### src/rtl/irq_ctrl.sv
`default_nettype none
// irq_ctrl: memory-mapped interrupt controller driving a single CP0 hw_int line.
// Define IRQ_PRIO_ROTATE_EN for round-robin arbitration; default is fixed priority (lowest index wins).
module irq_ctrl #(
    parameter int SRC_N   = 8,
    parameter int HW_LINE = 2
) (
    input  logic             clk,
    input  logic             reset,
    input  logic [SRC_N-1:0] src_irq,
    input  logic             we,
    input  logic [3:0]       addr,
    input  logic [31:0]      wdata,
    output logic [31:0]      rdata,
    output logic [5:0]       hw_int
);

    typedef enum logic [1:0] {
        S_IDLE   = 2'd0,
        S_ASSERT = 2'd1,
        S_GAP    = 2'd2
    } state_t;

    state_t           state_q;
    logic [SRC_N-1:0] pend_q;
    logic [SRC_N-1:0] pend_d;
    logic [SRC_N-1:0] mask_q;
    logic [SRC_N-1:0] edge_q;
    logic [SRC_N-1:0] src_prev_q;
    logic [4:0]       id_q;
    logic             valid_q;
    logic             line_q;

    logic [SRC_N-1:0] elig;
    logic [SRC_N-1:0] scan;
    logic             wr_pend;
    logic             wr_mask;
    logic             wr_edge;
    logic             ack;
    logic             any_elig;
    logic [4:0]       off;
    logic [4:0]       pick;
    logic             unused_ok;

`ifdef IRQ_PRIO_ROTATE_EN
    logic [4:0]       rr_ptr_q;
    logic [4:0]       start;
`endif

    assign wr_pend   = we & (addr[3:2] == 2'd0);
    assign wr_mask   = we & (addr[3:2] == 2'd1);
    assign wr_edge   = we & (addr[3:2] == 2'd2);
    assign ack       = we & (addr[3:2] == 2'd3) & (state_q == S_ASSERT);
    assign elig      = pend_q & mask_q;
    assign hw_int    = 6'(line_q) << HW_LINE;
    assign unused_ok = &{1'b0, addr[1:0], wdata[31:SRC_N]};

    // Rotate the eligible vector so a plain lowest-index scan implements either policy.
    always_comb begin
`ifdef IRQ_PRIO_ROTATE_EN
        start = (rr_ptr_q == 5'(SRC_N-1)) ? 5'd0 : rr_ptr_q + 5'd1;
        scan  = SRC_N'({elig, elig} >> start);
`else
        scan  = elig;
`endif
        any_elig = 1'b0;
        off      = 5'd0;
        for (int k = 0; k < SRC_N; k++) begin
            if (!any_elig && scan[k]) begin
                any_elig = 1'b1;
                off      = 5'(k);
            end
        end
`ifdef IRQ_PRIO_ROTATE_EN
        pick = start + off;
        if (pick >= 5'(SRC_N)) begin
            pick = pick - 5'(SRC_N);
        end
`else
        pick = off;
`endif
    end

    // Edge bits: set beats any same-cycle clear (W1C or ACK of the active id).
    always_comb begin
        pend_d = pend_q;
        for (int i = 0; i < SRC_N; i++) begin
            if (edge_q[i]) begin
                pend_d[i] = (src_irq[i] & ~src_prev_q[i])
                          | (pend_q[i] & ~((wr_pend & wdata[i]) | (ack & (id_q == 5'(i)))));
            end else begin
                pend_d[i] = src_irq[i];
            end
        end
    end

    always_comb begin
        rdata = 32'd0;
        case (addr[3:2])
            2'd0:    rdata = 32'(pend_q);
            2'd1:    rdata = 32'(mask_q);
            2'd2:    rdata = 32'(edge_q);
            default: rdata = {valid_q, 26'd0, id_q};
        endcase
    end

    always_ff @(posedge clk or posedge reset) begin
        if (reset) begin
            pend_q     <= '0;
            mask_q     <= '0;
            edge_q     <= '0;
            src_prev_q <= '0;
        end else begin
            pend_q     <= pend_d;
            src_prev_q <= src_irq;
            if (wr_mask) begin
                mask_q <= wdata[SRC_N-1:0];
            end
            if (wr_edge) begin
                edge_q <= wdata[SRC_N-1:0];
            end
        end
    end

    always_ff @(posedge clk or posedge reset) begin
        if (reset) begin
            state_q  <= S_IDLE;
            id_q     <= 5'd0;
            valid_q  <= 1'b0;
            line_q   <= 1'b0;
`ifdef IRQ_PRIO_ROTATE_EN
            rr_ptr_q <= 5'(SRC_N-1);
`endif
        end else begin
            case (state_q)
                S_IDLE: begin
                    if (any_elig) begin
                        id_q     <= pick;
                        valid_q  <= 1'b1;
                        line_q   <= 1'b1;
                        state_q  <= S_ASSERT;
`ifdef IRQ_PRIO_ROTATE_EN
                        rr_ptr_q <= pick;
`endif
                    end
                end
                S_ASSERT: begin
                    if (ack) begin
                        valid_q <= 1'b0;
                        line_q  <= 1'b0;
                        state_q <= S_GAP;
                    end
                end
                S_GAP: begin
                    state_q <= S_IDLE;
                end
                default: begin
                    state_q <= S_IDLE;
                    line_q  <= 1'b0;
                end
            endcase
        end
    end

endmodule
`default_nettype wire

### config.mk
export PLATFORM = sky130hd
export DESIGN_NAME = irq_ctrl
export DESIGN_NICKNAME = d
export VERILOG_FILES = /design/src/rtl/irq_ctrl.sv
export SDC_FILE = /design/constraint.sdc
export NUM_CORES = 1
export LEC_CHECK = 0
export BUFFER_PORTS_ARGS = -buffer_cell sky130_fd_sc_hd__buf_2
export CORE_ASPECT_RATIO = 0.8
export CORE_UTILIZATION = 50
export CTS_CLUSTER_SIZE = 8
export DETAILED_ROUTE_END_ITERATION = 6
export HOLD_SLACK_MARGIN = 0.03
export PLACE_DENSITY = 0.87
export SLEW_MARGIN = 20
export SYNTH_ARGS = -nofsm -noshare
export SYNTH_HDL_FRONTEND = slang
export SYNTH_SLANG_ARGS = --single-unit
### constraint.sdc
create_clock -name clk -period 3.34 [get_ports clk]
set_clock_uncertainty 0.05 [all_clocks]
set_input_delay 0.668 -clock clk [delete_from_list [all_inputs] [get_ports clk]]
set_output_delay 0.668 -clock clk [all_outputs]
set_load 0.1 [all_outputs]
==> results of run 1 <==
## worst paths after layout
kind	start	end	slack, ns	depth (start not counted)
worst max-delay path	addr[2]	rdata[0]	0.69	3
worst min-delay path	state_q[1]	state_q[0]	0.42	1
worst max register to register	state_q[1]	pend_q[7]	1.74	4
worst min register to register	state_q[1]	state_q[0]	0.42	1
max in group asynchronous	reset	pend_q[5]	2.01	3
min in group asynchronous	reset	edge_q[0]	0.49	2
## registers in the layout, summed over array words and instances (netlist names)
name,count
line_q,1
state_q,2
mask_q,8
pend_q,8
src_prev_q,8
edge_q,8
id_q,3
valid_q,1
## placed cells by master (no fill, tap or decap), types with 4 or more instances in the layout
cell type,Yosys,final
dfrtp_1,39,39
nand2_1,36,36
mux2i_1,5,5
nand3_1,4,4
o21ai_0,9,4
mux2_2,16,16
a22oi_1,5,5
conb_1,1,28
a21oi_1,7,7
clkbuf_8,0,5
o21ai_1,2,7
buf_2,3,30
nor2_1,4,4
## final cells by class
type	instances	area, um2
Multi-Input combinational cell	145	921
Clock buffer	6	72.6
Tap cell	55	68.8
Sequential cell	39	976
Fill cell	350	1650
Timing Repair Buffer	31	158
Inverter	3	11.3
## metal layers
metal / track usage, % / vias to the layer above / part of all wire, %
li1: - / 685 / -
met1: 29.1 / 702 / 47
met2: 31.2 / 58 / 46
met3: 7.99 / 5 / 6.0
met4: 6.87 / 0 / 1.0
met5: 0 / - / 0
## cell families (layout without fill, tap and decap cells)
logic type | count (synthesis) | in the layout
and+or+nand+nor | 60 | 60
muxes | 24 | 24
other | 1 | 28
AOI/OAI and AO/OA | 33 | 33
buffers and inverters | 37 | 40
DFF | 39 | 39
## worst max-delay path: stages
cell and delay (ns):
buf_2 0.33, mux4_1 0.62, buf_2 0.31
## power groups by stage
stage / clock (mW) / sequential (mW) / combinational (mW)
global route: 0.320 / 0.694 / 0.669
floorplan: 0 / 0.622 / 0.622
finish: 0.294 / 0.677 / 0.632
global placement: 0 / 0.677 / 0.622
detailed placement: 0 / 0.682 / 0.630
CTS: 0.299 / 0.674 / 0.633
==> flow_metrics.tcl, run 1 <==
set metrics [dict create \
    synth_top_cell_by_area "dfrtp_1" \
    p_per_area_nw_per_um2 726 \
    pwr-share-comb_pct 39.4 \
    maxSlewHeadroom_pct 43.3 \
    io_buffers 30 \
    grt_max_degree 24 \
    first_iter_violations 63 \
    ys_async_sr_fraction_pct 100 \
    postRouteAntennaNets 0 \
    ios 85 \
    leakagePower_nw 1.05 \
    drt_pass1_iterations 4 \
    clkLatencyLatePin_ns 0.30 \
    netlist_top_cells_count "dfrtp_1 (39), nand2_1 (36), buf_4 (30)" \
    setup_tns_ns 0 \
    clockBufferDepth 2 \
    p_sw_mw 0.751 \
    routed_wirelength_um 4010 \
    numCtsBuffers 5 \
    crit_type "primary input to output port" \
    timing.hold.ws_ns 0.418 \
    hold_path_class "flip-flop to flip-flop" \
    hold_violations 0 \
    yosysWarnings 0 \
    synthesis.instances 194 \
    drv_cap 0 \
    wl_per_cell_um 14.4 \
    setup_slack_ns 0.692 \
    hpwl_um 2760 \
    crit_arrival_ns 1.93 \
    irDropWorstVdd_uv 304 \
    synth_fa_ha_area_share_pct 0 \
    die-area_um2 4360 \
    synth-edff-count 0 \
    routabilityCongestion 0.799 \
    start_util_pct 53.2 \
    final_cell_area_um2 2210 \
    setup_violations 0 \
    start_kind "primary input" \
    grt_pass1_vias 1387 \
    p_total_mw 1.60 \
    fin_nets 272 \
    required_ns 2.62 \
    synth_area_leaders "dfrtp_1 (48%), buf_4 (11%), mux2_2 (8.8%)" \
    netlist_area_um2 2050 \
    cts_tree "done" \
    ys_ff_latch 39 \
    grt_pass1_wl_um 6640 \
    root_buffer "clkbuf_8" \
    die_height_um 59.3 \
    status "completed" \
    layout_min_cycle_time_ns 2.65 \
    place_inst 273 \
    final_util_pct 57.3 \
    drv_slew 0 \
    internal_power_mw 0.852 \
    post_drt_via_cell_ratio 5.20 \
    die_w_um 73.6 \
    synth-main-ff-cell "dfrtp_1" \
    antenna_cells 0 \
    path_max_fanout 14 \
    placedInstanceArea_um2 2130 \
    end_kind "output port" \
    track_usage_pct 21.2 \
    h-tree-depth 2 \
    core_area_um2 3850 \
    synth_top_family_by_area "multiplexers" \
    swShare_pct 46.8 \
    p_seq_share_pct 42.3 \
    tightest_slew_ns 0.850 \
    synth_top_cell_area_share_pct 47.6 \
    cts_resized 0 \
    clkPwrFrac_pct 18.4 \
    drive_above_1_share_pct 27.2 \
    rows 20 \
    syn_to_final_growth_pct 7.63 \
    cts_setup_buffers 0 \
    synth_most_common_cell "dfrtp_1" \
    grt_overflow 0 \
    fin_cells 279 \
    synth-xor-area-share_pct 0 \
    antenna_found_initial 0 \
    rsz0062_at_grt "false" \
    yosysUniqueCellTypes 36 \
    vias 1450 \
    cts_hold_buffers 0 \
    clk_pin_slew_ns 0.07 \
    drcViolationCount 0 \
    yosysSeqAreaShare_pct 47.6 \
    synthSimpleGateAreaFrac_pct 14.6 \
    synth_compound_area_share_pct 10.4 \
    dp_slack_ns 0.689 \
    fin_crit_sh_pct 79.3 \
    muxShareOfSynthArea_pct 14.7 \
    syn_avg_cell_area_um2 10.6 \
    fmax_mhz 378 \
    numClockSinks 39 \
]
(Power assumes the default switching activity.)
==> run 2: changes to the inputs <==
--- a/config.mk
+++ b/config.mk
@@ -7,11 +7,11 @@
 export LEC_CHECK = 0
 export BUFFER_PORTS_ARGS = -buffer_cell sky130_fd_sc_hd__buf_2
 export CORE_ASPECT_RATIO = 0.8
-export CORE_UTILIZATION = 50
+export CORE_UTILIZATION = 48
 export CTS_CLUSTER_SIZE = 8
 export DETAILED_ROUTE_END_ITERATION = 6
 export HOLD_SLACK_MARGIN = 0.03
-export PLACE_DENSITY = 0.87
+export PLACE_DENSITY = 0.84
 export SLEW_MARGIN = 20
 export SYNTH_ARGS = -nofsm -noshare
 export SYNTH_HDL_FRONTEND = slang
==> constraint.sdc (replaced) <==
create_clock -name clk -period 2.75 [get_ports clk]
set_clock_uncertainty 0.05 [all_clocks]
set_input_delay 0.55 -clock clk [delete_from_list [all_inputs] [get_ports clk]]
set_output_delay 0.55 -clock clk [all_outputs]
set_load 0.1 [all_outputs]
==> run 2 against run 1 <==
- utilization increased by 0.54 points
- non-clock buffer count is 2 higher
- setup slack got worse by 0.35 ns
- sequential share of layout area is 1.5 points lower
- critical path type unchanged
- first-iteration DRC count grew 86%
==> flow_metrics.tcl, run 2 (synthesis gave the netlist of run 1 again) <==
set metrics [dict create \
    status "completed" \
    met1_usage_pct 31.1 \
    setup_tns_ns 0 \
    path_max_fanout 14 \
    wl_per_cell_um 14.1 \
    top_usage_layer "met1" \
    die-area_um2 4540 \
    fmax_mhz 415 \
    drt_pass1_iterations 4 \
    hpwl_um 2830 \
    die_height_um 60.5 \
    h-tree-depth 2 \
    final_cell_area_um2 2290 \
    ios 85 \
    cts_tree "done" \
    grt_max_degree 40 \
    hold_violations 0 \
    setup_violations 0 \
    start_util_pct 51.9 \
    postRouteAntennaNets 0 \
    drcViolationCount 0 \
    track_usage_pct 21.1 \
    root_buffer "clkbuf_8" \
    first_iter_violations 117 \
    tightest_slew_ns 0.647 \
    end_kind "output port" \
    antenna_found_initial 0 \
    p_per_area_nw_per_um2 919 \
    layout_min_cycle_time_ns 2.41 \
    vias 1486 \
    numCtsBuffers 5 \
    crit_type "primary input to output port" \
    leakagePower_nw 1.09 \
    grt_pass1_wl_um 6870 \
    grt_pass1_vias 1399 \
    irDropWorstVdd_uv 440 \
    io_buffers 30 \
    core_area_um2 3950 \
    cts_resized 0 \
    hold_path_class "primary input to asynchronous set/reset pin" \
    cts_hold_buffers 0 \
    rsz0062_at_grt "false" \
    drv_cap 0 \
    antenna_cells 0 \
    placedInstanceArea_um2 2170 \
    fin_crit_sh_pct 87.6 \
    crit_arrival_ns 1.81 \
    post_drt_via_cell_ratio 5.25 \
    rows 20 \
    clkLatencyLatePin_ns 0.30 \
    setup_slack_ns 0.340 \
    cts_setup_buffers 0 \
    numClockSinks 39 \
    die_w_um 75.1 \
    drv_slew 0 \
    required_ns 2.15 \
    layout_commonest_cell "dfrtp_1" \
    routabilityCongestion 0.780 \
    ff2ff_path_depth 4 \
    maxSlewHeadroom_pct 56.5 \
    dp_slack_ns 0.342 \
    clk_pin_slew_ns 0.08 \
    grt_use_met3_pct 6.98 \
    routed_wirelength_um 4000 \
    gr-usage-met2_pct 29.5 \
    grt_overflow 0 \
    syn_to_final_growth_pct 11.5 \
    start_kind "primary input" \
    fin_nets 274 \
    final_cell_mix "dfrtp_1 (39), nand2_1 (36), buf_2 (30)" \
    drive_above_1_share_pct 31.1 \
    clockBufferDepth 2 \
]
run 2: cell types whose count changed in the layout (fill, tap and decap cells not counted):
| cell | previous run | this run |
|---|---|---|
| buf_4 | 1 | 3 |
| bufinv_16 | 0 | 1 |
| clkbuf_1 | 1 | 0 |
| clkbuf_8 | 5 | 6 |
| clkinv_2 | 0 | 1 |
| o21ai_1 | 7 | 2 |
| o21ai_2 | 0 | 5 |
run 2: where the power goes:
part	total [mW]	internal, mW	switching, mW
Sequential	0.798	0.684	0.115
Clock	0.494	0.293	0.201
Combinational	0.807	0.196	0.612
Total	2.10	1.17	0.927
run 2: metrics by stage:
stage               cells  power, mW  hold WS [ns]  utilization [%]
finish                283       2.10         0.304             57.8
global route          283       2.21         0.304             57.8
CTS                   283       2.11         0.304             57.8
detailed placement    275       1.61         0.409             54.8
global placement      275       1.60         0.396             54.8
floorplan             221       1.52         0.385                -
run 2: cell type report:
type                            instances  area, um2
Fill cell                             369       1670
Sequential cell                        39        976
Multi-Input combinational cell        145        940
Timing Repair Buffer                   33        173
Clock buffer                            6       82.6
Tap cell                               55       68.8
Clock inverter                          2       35.0
Inverter                                3       11.3
run 2: per-layer routing:
layer	vias up	share of wire (%)
li1	690	-
met1	723	46
met2	67	45
met3	6	7.7
met4	0	1.1
met5	-	0
run 2: final timing paths:
path	start	to	slack, ns
worst min register to register	line_q	line_q	0.43
worst max register to register	state_q[1]	pend_q[6]	1.06
worst min-delay path	reset	src_prev_q[7]	0.30
min in group clk	src_irq[5]	src_prev_q[5]	0.32
worst max-delay path	addr[2]	rdata[0]	0.34
max in group asynchronous	reset	src_prev_q[4]	2.00
run 2: worst max-delay path: stages:
cell and delay [ns]:
buf_2 0.33, mux4_1 0.62, buf_2 0.31
